`src/rtl/sys_cmd_pkg.sv`:
```
// Shared definitions for the host-side command engine.
//   cmd_t      : request command encoding (matches the 2-bit req_cmd port)
//   state_t    : engine FSM states
//   OP_*       : UART frame opcodes, first byte of every frame
//   frame_len  : number of bytes transmitted for a command
//   rsp_len    : number of response bytes expected for a command
package sys_cmd_pkg;

  typedef enum logic [1:0] {
    RF_WR   = 2'd0,
    RF_RD   = 2'd1,
    ALU_OP  = 2'd2,
    ALU_NOP = 2'd3
  } cmd_t;

  typedef enum logic [1:0] {
    IDLE     = 2'd0,
    SEND     = 2'd1,
    WAIT_RSP = 2'd2,
    DONE     = 2'd3
  } state_t;

  localparam logic [7:0] OP_RF_WR   = 8'hAA;
  localparam logic [7:0] OP_RF_RD   = 8'hBB;
  localparam logic [7:0] OP_ALU_OP  = 8'hCC;
  localparam logic [7:0] OP_ALU_NOP = 8'hDD;

  function automatic logic [2:0] frame_len(input cmd_t cmd);
    case (cmd)
      RF_WR:   frame_len = 3'd3;
      RF_RD:   frame_len = 3'd2;
      ALU_OP:  frame_len = 3'd4;
      default: frame_len = 3'd2;
    endcase
  endfunction

  function automatic logic [1:0] rsp_len(input cmd_t cmd);
    case (cmd)
      RF_WR:   rsp_len = 2'd0;
      RF_RD:   rsp_len = 2'd1;
      default: rsp_len = 2'd2;
    endcase
  endfunction

endpackage

```
`src/rtl/sys_cmd_host_if.sv`:
```
// Bus bundle between a host controller and sys_cmd_host.
//   req_*  : request handshake and fields (host -> engine)
//   tx_*   : byte stream towards the UART transmitter
//   rx_*   : byte strobe from the UART receiver
//   rsp_*  : response strobe, payload and error qualifier
//   stray_rx, busy : status
// master = host controller side, slave = sys_cmd_host.
interface sys_cmd_host_if #(
  parameter int ADDR_WIDTH = 4,
  parameter int FUNC_WIDTH = 4
);
  logic                  req_valid;
  logic                  req_ready;
  sys_cmd_pkg::cmd_t     req_cmd;
  logic [ADDR_WIDTH-1:0] req_addr;
  logic [7:0]            req_a;
  logic [7:0]            req_b;
  logic [FUNC_WIDTH-1:0] req_func;
  logic [7:0]            tx_byte;
  logic                  tx_valid;
  logic                  tx_ready;
  logic [7:0]            rx_byte;
  logic                  rx_valid;
  logic                  rsp_valid;
  logic [15:0]           rsp_data;
  logic                  rsp_err;
  logic                  stray_rx;
  logic                  busy;

  modport master (
    output req_valid, req_cmd, req_addr, req_a, req_b, req_func,
           tx_ready, rx_byte, rx_valid,
    input  req_ready, tx_byte, tx_valid, rsp_valid, rsp_data, rsp_err,
           stray_rx, busy
  );

  modport slave (
    input  req_valid, req_cmd, req_addr, req_a, req_b, req_func,
           tx_ready, rx_byte, rx_valid,
    output req_ready, tx_byte, tx_valid, rsp_valid, rsp_data, rsp_err,
           stray_rx, busy
  );
endinterface

```
`src/rtl/sys_cmd_frame_mux.sv`:
```
// Combinational frame byte selector.
//   cmd, addr, a, b, func : registered request fields
//   idx                   : byte position within the frame (0 = opcode)
//   byte_out              : byte to transmit; addr/func are zero-extended
module sys_cmd_frame_mux
  import sys_cmd_pkg::*;
#(
  parameter int DATA_WIDTH = 8,
  parameter int ADDR_WIDTH = 4,
  parameter int FUNC_WIDTH = 4
) (
  input  cmd_t                  cmd,
  input  logic [ADDR_WIDTH-1:0] addr,
  input  logic [DATA_WIDTH-1:0] a,
  input  logic [DATA_WIDTH-1:0] b,
  input  logic [FUNC_WIDTH-1:0] func,
  input  logic [1:0]            idx,
  output logic [DATA_WIDTH-1:0] byte_out
);

  logic [DATA_WIDTH-1:0] addr_ext;
  logic [DATA_WIDTH-1:0] func_ext;

  assign addr_ext = DATA_WIDTH'(addr);
  assign func_ext = DATA_WIDTH'(func);

  always_comb begin
    byte_out = '0;
    case (cmd)
      RF_WR: begin
        case (idx)
          2'd0:    byte_out = OP_RF_WR;
          2'd1:    byte_out = addr_ext;
          default: byte_out = a;
        endcase
      end
      RF_RD: begin
        byte_out = (idx == 2'd0) ? OP_RF_RD : addr_ext;
      end
      ALU_OP: begin
        case (idx)
          2'd0:    byte_out = OP_ALU_OP;
          2'd1:    byte_out = a;
          2'd2:    byte_out = b;
          default: byte_out = func_ext;
        endcase
      end
      default: begin
        byte_out = (idx == 2'd0) ? OP_ALU_NOP : func_ext;
      end
    endcase
  end

endmodule

```
`src/rtl/sys_cmd_host.sv`:
```
// Host-side command engine for the UART system top.
// Accepts one request, serialises it as a UART frame on the tx byte stream,
// collects the response bytes from the rx strobe and returns one 16-bit word.
//   CLK, RST : clock, synchronous active-high reset
//   bus      : sys_cmd_host_if.slave (request, tx, rx, response, status)
// Optional feature: define SYS_CMD_TIMEOUT_EN to bound the response wait to
// TIMEOUT_CYCLES cycles (response then flagged with rsp_err=1, rsp_data=0).
module sys_cmd_host
  import sys_cmd_pkg::*;
#(
  parameter int DATA_WIDTH     = 8,
  parameter int ADDR_WIDTH     = 4,
  parameter int FUNC_WIDTH     = 4,
  parameter int TIMEOUT_CYCLES = 65535
) (
  input  logic           CLK,
  input  logic           RST,
  sys_cmd_host_if.slave  bus
);

  state_t                state, state_n;
  cmd_t                  cmd_q;
  logic [ADDR_WIDTH-1:0] addr_q;
  logic [DATA_WIDTH-1:0] a_q, b_q;
  logic [FUNC_WIDTH-1:0] func_q;
  logic [1:0]            byte_idx;
  logic [1:0]            rx_cnt;
  logic [7:0]            rsp_lo;
  logic [15:0]           rsp_data_q;
  logic                  stray_q;
  logic [DATA_WIDTH-1:0] frame_byte;

  logic accept, tx_hs, tx_last, rx_hit, rx_last, timeout_hit;

  assign accept  = (state == IDLE) && bus.req_valid;
  assign tx_hs   = (state == SEND) && bus.tx_ready;
  assign tx_last = ({1'b0, byte_idx} == (frame_len(cmd_q) - 3'd1));
  assign rx_hit  = (state == WAIT_RSP) && bus.rx_valid;
  assign rx_last = (rx_cnt == (rsp_len(cmd_q) - 2'd1));

`ifdef SYS_CMD_TIMEOUT_EN
  localparam int TW = $clog2(TIMEOUT_CYCLES + 1);
  logic [TW-1:0] to_cnt;
  logic          rsp_err_q;

  // Counts idle cycles in WAIT_RSP; any rx byte restarts the window.
  always_ff @(posedge CLK) begin
    if (RST || state != WAIT_RSP || bus.rx_valid) to_cnt <= '0;
    else                                          to_cnt <= to_cnt + 1'b1;
  end

  assign timeout_hit = (state == WAIT_RSP) && !bus.rx_valid &&
                       (to_cnt == TW'(TIMEOUT_CYCLES - 1));
`else
  logic unused_cfg;
  assign unused_cfg  = ^TIMEOUT_CYCLES;
  assign timeout_hit = 1'b0;
`endif

  sys_cmd_frame_mux #(
    .DATA_WIDTH (DATA_WIDTH),
    .ADDR_WIDTH (ADDR_WIDTH),
    .FUNC_WIDTH (FUNC_WIDTH)
  ) u_frame_mux (
    .cmd      (cmd_q),
    .addr     (addr_q),
    .a        (a_q),
    .b        (b_q),
    .func     (func_q),
    .idx      (byte_idx),
    .byte_out (frame_byte)
  );

  // State register
  always_ff @(posedge CLK) begin
    if (RST) state <= IDLE;
    else     state <= state_n;
  end

  // Next-state logic
  always_comb begin
    state_n = state;
    case (state)
      IDLE:     if (accept) state_n = SEND;
      SEND:     if (tx_hs && tx_last) state_n = (cmd_q == RF_WR) ? DONE : WAIT_RSP;
      WAIT_RSP: if ((rx_hit && rx_last) || timeout_hit) state_n = DONE;
      default:  state_n = IDLE;
    endcase
  end

  // Outputs; tx_byte depends only on registered fields and byte_idx, so it
  // holds through a stall because byte_idx only moves on a handshake.
  always_comb begin
    bus.req_ready = (state == IDLE);
    bus.busy      = (state != IDLE);
    bus.tx_valid  = (state == SEND);
    bus.tx_byte   = (state == SEND) ? frame_byte : '0;
    bus.rsp_valid = (state == DONE);
    bus.rsp_data  = rsp_data_q;
    bus.stray_rx  = stray_q;
`ifdef SYS_CMD_TIMEOUT_EN
    bus.rsp_err   = rsp_err_q;
`else
    bus.rsp_err   = 1'b0;
`endif
  end

  // Request capture, frame/response counters and response assembly
  always_ff @(posedge CLK) begin
    if (RST) begin
      cmd_q      <= RF_WR;
      addr_q     <= '0;
      a_q        <= '0;
      b_q        <= '0;
      func_q     <= '0;
      byte_idx   <= '0;
      rx_cnt     <= '0;
      rsp_lo     <= '0;
      rsp_data_q <= '0;
      stray_q    <= 1'b0;
`ifdef SYS_CMD_TIMEOUT_EN
      rsp_err_q  <= 1'b0;
`endif
    end else begin
      // Bytes outside WAIT_RSP are dropped, including one coincident with
      // the final tx handshake.
      stray_q <= bus.rx_valid && (state != WAIT_RSP);

      if (accept) begin
        cmd_q    <= bus.req_cmd;
        addr_q   <= bus.req_addr;
        a_q      <= bus.req_a;
        b_q      <= bus.req_b;
        func_q   <= bus.req_func;
        byte_idx <= '0;
        rx_cnt   <= '0;
      end

      if (tx_hs) begin
        byte_idx <= tx_last ? 2'd0 : byte_idx + 2'd1;
        if (tx_last && cmd_q == RF_WR) begin
          rsp_data_q <= '0;
`ifdef SYS_CMD_TIMEOUT_EN
          rsp_err_q  <= 1'b0;
`endif
        end
      end

      if (rx_hit) begin
        if (rx_last) begin
          rsp_data_q <= (cmd_q == RF_RD) ? {8'h00, bus.rx_byte} : {bus.rx_byte, rsp_lo};
`ifdef SYS_CMD_TIMEOUT_EN
          rsp_err_q  <= 1'b0;
`endif
        end else begin
          rsp_lo <= bus.rx_byte;
          rx_cnt <= rx_cnt + 2'd1;
        end
      end

`ifdef SYS_CMD_TIMEOUT_EN
      if (timeout_hit) begin
        rsp_data_q <= '0;
        rsp_err_q  <= 1'b1;
      end
`endif
    end
  end

endmodule
```
`src/flat_wrapper.sv`:
```
// flat-port wrapper written by rule: the top's interface ports become plain ports
module sys_cmd_host_flat import sys_cmd_pkg::*;
#(
  parameter int DATA_WIDTH     = 8,
  parameter int ADDR_WIDTH     = 4,
  parameter int FUNC_WIDTH     = 4,
  parameter int TIMEOUT_CYCLES = 65535
)
  (CLK, RST, bus_req_valid, bus_req_cmd, bus_req_addr, bus_req_a, bus_req_b, bus_req_func, bus_tx_ready, bus_rx_byte, bus_rx_valid, bus_req_ready, bus_tx_byte, bus_tx_valid, bus_rsp_valid, bus_rsp_data, bus_rsp_err, bus_stray_rx, bus_busy);
  sys_cmd_host_if #(.ADDR_WIDTH(ADDR_WIDTH), .FUNC_WIDTH(FUNC_WIDTH)) bus_i ();
  input  logic CLK;
  input  logic RST;
  input wire logic [$bits(bus_i.req_valid)-1:0] bus_req_valid;
  input wire logic [$bits(bus_i.req_cmd)-1:0] bus_req_cmd;
  input wire logic [$bits(bus_i.req_addr)-1:0] bus_req_addr;
  input wire logic [$bits(bus_i.req_a)-1:0] bus_req_a;
  input wire logic [$bits(bus_i.req_b)-1:0] bus_req_b;
  input wire logic [$bits(bus_i.req_func)-1:0] bus_req_func;
  input wire logic [$bits(bus_i.tx_ready)-1:0] bus_tx_ready;
  input wire logic [$bits(bus_i.rx_byte)-1:0] bus_rx_byte;
  input wire logic [$bits(bus_i.rx_valid)-1:0] bus_rx_valid;
  output wire logic [$bits(bus_i.req_ready)-1:0] bus_req_ready;
  output wire logic [$bits(bus_i.tx_byte)-1:0] bus_tx_byte;
  output wire logic [$bits(bus_i.tx_valid)-1:0] bus_tx_valid;
  output wire logic [$bits(bus_i.rsp_valid)-1:0] bus_rsp_valid;
  output wire logic [$bits(bus_i.rsp_data)-1:0] bus_rsp_data;
  output wire logic [$bits(bus_i.rsp_err)-1:0] bus_rsp_err;
  output wire logic [$bits(bus_i.stray_rx)-1:0] bus_stray_rx;
  output wire logic [$bits(bus_i.busy)-1:0] bus_busy;
  assign bus_i.req_valid = bus_req_valid;
  assign bus_i.req_cmd = bus_req_cmd;
  assign bus_i.req_addr = bus_req_addr;
  assign bus_i.req_a = bus_req_a;
  assign bus_i.req_b = bus_req_b;
  assign bus_i.req_func = bus_req_func;
  assign bus_i.tx_ready = bus_tx_ready;
  assign bus_i.rx_byte = bus_rx_byte;
  assign bus_i.rx_valid = bus_rx_valid;
  assign bus_req_ready = bus_i.req_ready;
  assign bus_tx_byte = bus_i.tx_byte;
  assign bus_tx_valid = bus_i.tx_valid;
  assign bus_rsp_valid = bus_i.rsp_valid;
  assign bus_rsp_data = bus_i.rsp_data;
  assign bus_rsp_err = bus_i.rsp_err;
  assign bus_stray_rx = bus_i.stray_rx;
  assign bus_busy = bus_i.busy;
  sys_cmd_host #(.DATA_WIDTH(DATA_WIDTH), .ADDR_WIDTH(ADDR_WIDTH), .FUNC_WIDTH(FUNC_WIDTH), .TIMEOUT_CYCLES(TIMEOUT_CYCLES)) u_core (.CLK(CLK), .RST(RST), .bus(bus_i));
endmodule
```
`config.mk`:
```
export PLATFORM = sky130hd
export DESIGN_NAME = sys_cmd_host_flat
export DESIGN_NICKNAME = d
export VERILOG_FILES = /design/src/rtl/sys_cmd_pkg.sv /design/src/rtl/sys_cmd_host_if.sv /design/src/rtl/sys_cmd_frame_mux.sv /design/src/rtl/sys_cmd_host.sv /design/src/flat_wrapper.sv
export SDC_FILE = /design/constraint.sdc
export NUM_CORES = 1
export LEC_CHECK = 0
export CORE_MARGIN = 2
export CORE_UTILIZATION = 34
export CTS_CLUSTER_SIZE = 10
export DETAILED_ROUTE_END_ITERATION = 6
export PLACE_DENSITY = 0.6
export SLEW_MARGIN = 10
export SYNTH_ARGS = -nofsm -noshare
export SYNTH_HDL_FRONTEND = slang
export SYNTH_SLANG_ARGS = --single-unit
```
`constraint.sdc`:
```
create_clock -name CLK -period 1.8 [get_ports CLK]
set_input_delay 0.36 -clock CLK [delete_from_list [all_inputs] [get_ports CLK]]
set_output_delay 0.36 -clock CLK [all_outputs]
set_load 0.01 [all_outputs]
```
==> parameters.txt <==
Parameter                              Value

Run status
  Status ... complete, but fails checks
  Violations in the final reports ... negative setup slack

CTS
  Maximum number of buffers from clock root to sink ... 2
  Clock-pin slew reported for the worst setup and hold paths after clock tree synthesis ... 60 ps
  Number of clock sinks seen by CTS ... 57
  Skew-Pair Late Insertion Delay ... around 340 ps
  Number of buffers created by CTS ... 9
  Clock tree root buffer cell ... sky130_fd_sc_hd__clkbuf_8
  H-tree depth ... 3
  Hold-fix buffers at CTS ... 0
  Clock tree from TritonCTS ... built

Floorplan
  Die Height ... 96.8 µm
  Number of cell rows ... 33
  Core area ... 8300 µm²
  Horizontal extent of the die ... between 90 and 100 µm
  Die outline area ... roughly 9400 µm²
  Num ports ... just under 70
  Initial cell density of the core ... 0.353

Critical path
  Worst Path Class, Setup ... register to output pin
  Required time of the critical path ... ~1400 ps
  Critical Path AT ... between 1500 and 2000 ps
  Nature of the critical path endpoint ... output pin
  Critical Path Source Type ... register
  Maximum fanout along the worst path ... 3

Yosys
  Number of storage elements in the synthesis netlist ... 57
  Share of async-settable or async-resettable flops after synthesis ... 0
  Most frequent cell after synthesis ... sky130_fd_sc_hd__nand2_1
  Cell types with the highest counts after synthesis ... sky130_fd_sc_hd__nand2_1, sky130_fd_sc_hd__a21oi_1, sky130_fd_sc_hd__dfxtp_1
  Portion of the post-synthesis area used by sequential elements ... 0.390
  Biggest area consumer among synthesized cells ... sky130_fd_sc_hd__dfxtp_1
  Most area-consuming cells after synthesis ... sky130_fd_sc_hd__dfxtp_1, sky130_fd_sc_hd__a21oi_1, sky130_fd_sc_hd__nand2_1
  Gate Count Post-Synth ... 375
  Post-Syn Nets ... approximately 420
  Syn. warnings ... 0
  Number of flops mapped to enable cells by yosys ... 0
  Cell area after synthesis ... ~2900 µm²
  Main flop type after synthesis ... sky130_fd_sc_hd__dfxtp_1
  Fraction of post-synthesis cell area in the top cell type by area ... 0.390
  Mean area per synthesized cell ... between 7 and 8 µm²
  Count of cell types in the netlist ... between 40 and 50

Global routing
  GRT Overall Usage ... 0.191
  Number of antenna violations at the first check in global routing ... 0
  Pin count of the biggest net entering global routing ... 27
  Vias in the first global route ... 2963
  GR Overflow Total ... 0
  Global-route wire length before repair ... between 10000 and 15000 µm

Detailed routing
  Count of antenna-violating nets left after detailed routing ... 0
  DR DRC count ... 0
  Vias per std cell ... 5.23
  Via Count ... 3093
  Wirelength, routed ... 8790 µm
  Detailed router's first-iteration violation count ... 128
  Detailed-routing iteration count for the pre-antenna-repair pass ... 4
  Post-DR wirelength/cell ... ~15 µm

Timing
  Worst Clk Skew ... 9.42 ps
  Final hold viol count ... 0
  Number of endpoints failing setup at the final stage ... 26
  Minimum period implied by the final worst setup slack ... 2270 ps
  Final worst-path setup slack ... -475 ps
  Slew Limit Fails ... 0
  Upper clock frequency limit ... 0.440 GHz
  Part of the cycle the worst path needs ... 1.26
  RSZ-0062 raised after global routing ... yes

Finish
  Layout Utilization ... 0.541
  Fraction of layout instances using a drive strength above 1 ... 0.280
  Number of fillers in the final layout ... 813
  Design area ... between 4000 and 5000 µm²
  Final-stage net count ... between 500 and 600
  Area added between synthesis and finish ... 53.4%
  Diodes inserted ... 0

Job
  Maxcap violations ... 0

Power and ir drop
  Power per Cell Area ... 984 nW/µm²
  LEAKAGE ... approximately 1.7 nW
  Max VDD drop ... around 0.62 mV

Placement
  Weighted congestion at the end of routability-driven global placement ... slightly above 0.8
  Count of port buffers added during placement ... 67
  Placed cell area ... roughly 4000 µm²
  Half-perimeter wire length after detailed placement ... approximately 6000 µm

Min path
  Path category of the worst min-delay check ... primary input to register
[registers in the layout (all words and copies together) (netlist names)]
| signal | count |
|---|---|
| u_core.b_q | 8 |
| u_core.bus.stray_rx | 1 |
| u_core.byte_idx | 2 |
| u_core.rsp_lo | 8 |
| u_core.func_q | 4 |
| u_core.a_q | 8 |
| u_core.cmd_q | 2 |
| u_core.rx_cnt | 2 |
| u_core.addr_q | 4 |
| u_core.state | 2 |
| u_core.bus.rsp_data | 16 |
[repair_timing]
item | in CTS | in global routing
gates resized for setup | 75 | 8
endpoints found under the setup margin | 30 | 31
pin swaps | 12 | 7
gates cloned | 2 | 0
setup buffers | 10 | 4
[cell type report]
cell class	instances	area, µm²	share of cell area
clock inverter	3	15.0	0.00334
clock buffer	13	159	0.0354
sequential	57	1150	0.256
inverter	10	40.0	0.00892
timing repair buffer	129	1190	0.266
multi-input combinational	274	1800	0.401
tap	105	131	0.0293
[worst paths after layout]
path / start / end / slack, ps / cells past startpoint
hold / removal: RST / u_core.func_q[1] / 440 / 2
setup / recovery: u_core.byte_idx[0] / bus_tx_byte[6] / -470 / 9
hold reg to reg: u_core.b_q[4] / u_core.b_q[4] / 470 / 2
setup reg to reg: u_core.cmd_q[1] / u_core.state[0] / -260 / 5
[report_power, final]
part	internal [mW]	leakage [nW]	switching [mW]
Combinational	0.887	1.15	0.927
Sequential	1.42	0.466	0.116
Clock	0.568	0.0932	0.502
Total	2.87	1.71	1.54
[critical path: stages, from the launching register on]
cell	delay, ps
sky130_fd_sc_hd__dfxtp_4	370
sky130_fd_sc_hd__inv_2	70
sky130_fd_sc_hd__ha_4	170
sky130_fd_sc_hd__or3_4	330
sky130_fd_sc_hd__a21oi_2	140
sky130_fd_sc_hd__buf_4	130
sky130_fd_sc_hd__buf_6	80
sky130_fd_sc_hd__nand2_2	40
sky130_fd_sc_hd__a21oi_2	110
sky130_fd_sc_hd__buf_2	140
[per-layer routing]
metal | global-route usage | vias to the layer above | part of all wire
met2 | 0.278 | 65 | 0.44
met5 | 0 | - | 0
met3 | 0.0383 | 14 | 0.034
li1 | - | 1529 | -
met1 | 0.276 | 1485 | 0.51
met4 | 0.0769 | 0 | 0.017
[cells by family (layout without fill, tap and decap cells)]
family | after synthesis | after routing | share of synthesized area
AND/OR/NAND/NOR | 148 | 148 | 0.257
multiplexers | 8 | 8 | 0.0308
flip-flops | 57 | 57 | 0.390
XOR/XNOR | 1 | 1 | 0.00299
other | 1 | 1 | 0.00128
adder cells (fa/ha/maj) | 8 | 8 | 0.0342
AO/OA/AOI/OAI | 108 | 108 | 0.221
buffers and inverters | 44 | 155 | 0.0624
[through the flow]
step / setup WS (ps) / TNS, ps / power (mW) / cells / hold slack (ps)
after detailed placement: -587 / -8820 / 3.24 / 560 / 455
final: -475 / -4710 / 4.42 / 591 / 439
after floorplan: -14.7 / -14.7 / 2.45 / 375 / 433
after global routing: -575 / -6530 / 4.70 / 591 / 442
after CTS: -482 / -4140 / 4.41 / 588 / 420
after global placement: -504 / -8300 / 3.23 / 560 / 452
[placed cells by master, fill, tap and decap left out, types with 2 or more instances in the layout]
cell type / synthesis / routed
sky130_fd_sc_hd__clkbuf_8: 0 / 11
sky130_fd_sc_hd__buf_6: 1 / 5
sky130_fd_sc_hd__nand3_1: 20 / 20
sky130_fd_sc_hd__and3_1: 3 / 2
sky130_fd_sc_hd__nand2b_1: 2 / 2
sky130_fd_sc_hd__dfxtp_1: 57 / 53
sky130_fd_sc_hd__dfxtp_2: 0 / 2
sky130_fd_sc_hd__dlygate4sd2_1: 0 / 4
sky130_fd_sc_hd__ha_4: 0 / 6
sky130_fd_sc_hd__mux2_2: 8 / 8
sky130_fd_sc_hd__clkdlybuf4s50_1: 0 / 54
sky130_fd_sc_hd__o21ai_0: 17 / 17
sky130_fd_sc_hd__or3_1: 3 / 2
sky130_fd_sc_hd__inv_2: 1 / 3
sky130_fd_sc_hd__a21oi_1: 57 / 52
sky130_fd_sc_hd__or4b_4: 1 / 2
sky130_fd_sc_hd__a211oi_1: 3 / 2
sky130_fd_sc_hd__inv_1: 9 / 6
sky130_fd_sc_hd__clkbuf_1: 27 / 2
sky130_fd_sc_hd__nor2b_1: 6 / 6
sky130_fd_sc_hd__nand2_2: 0 / 3
sky130_fd_sc_hd__o41ai_1: 3 / 2
sky130_fd_sc_hd__ha_1: 8 / 2
sky130_fd_sc_hd__a21oi_2: 0 / 5
sky130_fd_sc_hd__clkinv_2: 0 / 3
sky130_fd_sc_hd__nor2_1: 9 / 7
sky130_fd_sc_hd__o2111ai_1: 3 / 3
sky130_fd_sc_hd__nand2_1: 73 / 70
sky130_fd_sc_hd__dfxtp_4: 0 / 2
sky130_fd_sc_hd__buf_16: 0 / 2
sky130_fd_sc_hd__and2_1: 2 / 2
sky130_fd_sc_hd__buf_2: 2 / 7
sky130_fd_sc_hd__nand3b_1: 21 / 21
sky130_fd_sc_hd__a31oi_1: 6 / 4
sky130_fd_sc_hd__a211o_1: 2 / 2
sky130_fd_sc_hd__o221a_2: 2 / 2
sky130_fd_sc_hd__buf_4: 2 / 53
sky130_fd_sc_hd__buf_12: 0 / 3
(Power assumes the default switching activity.)
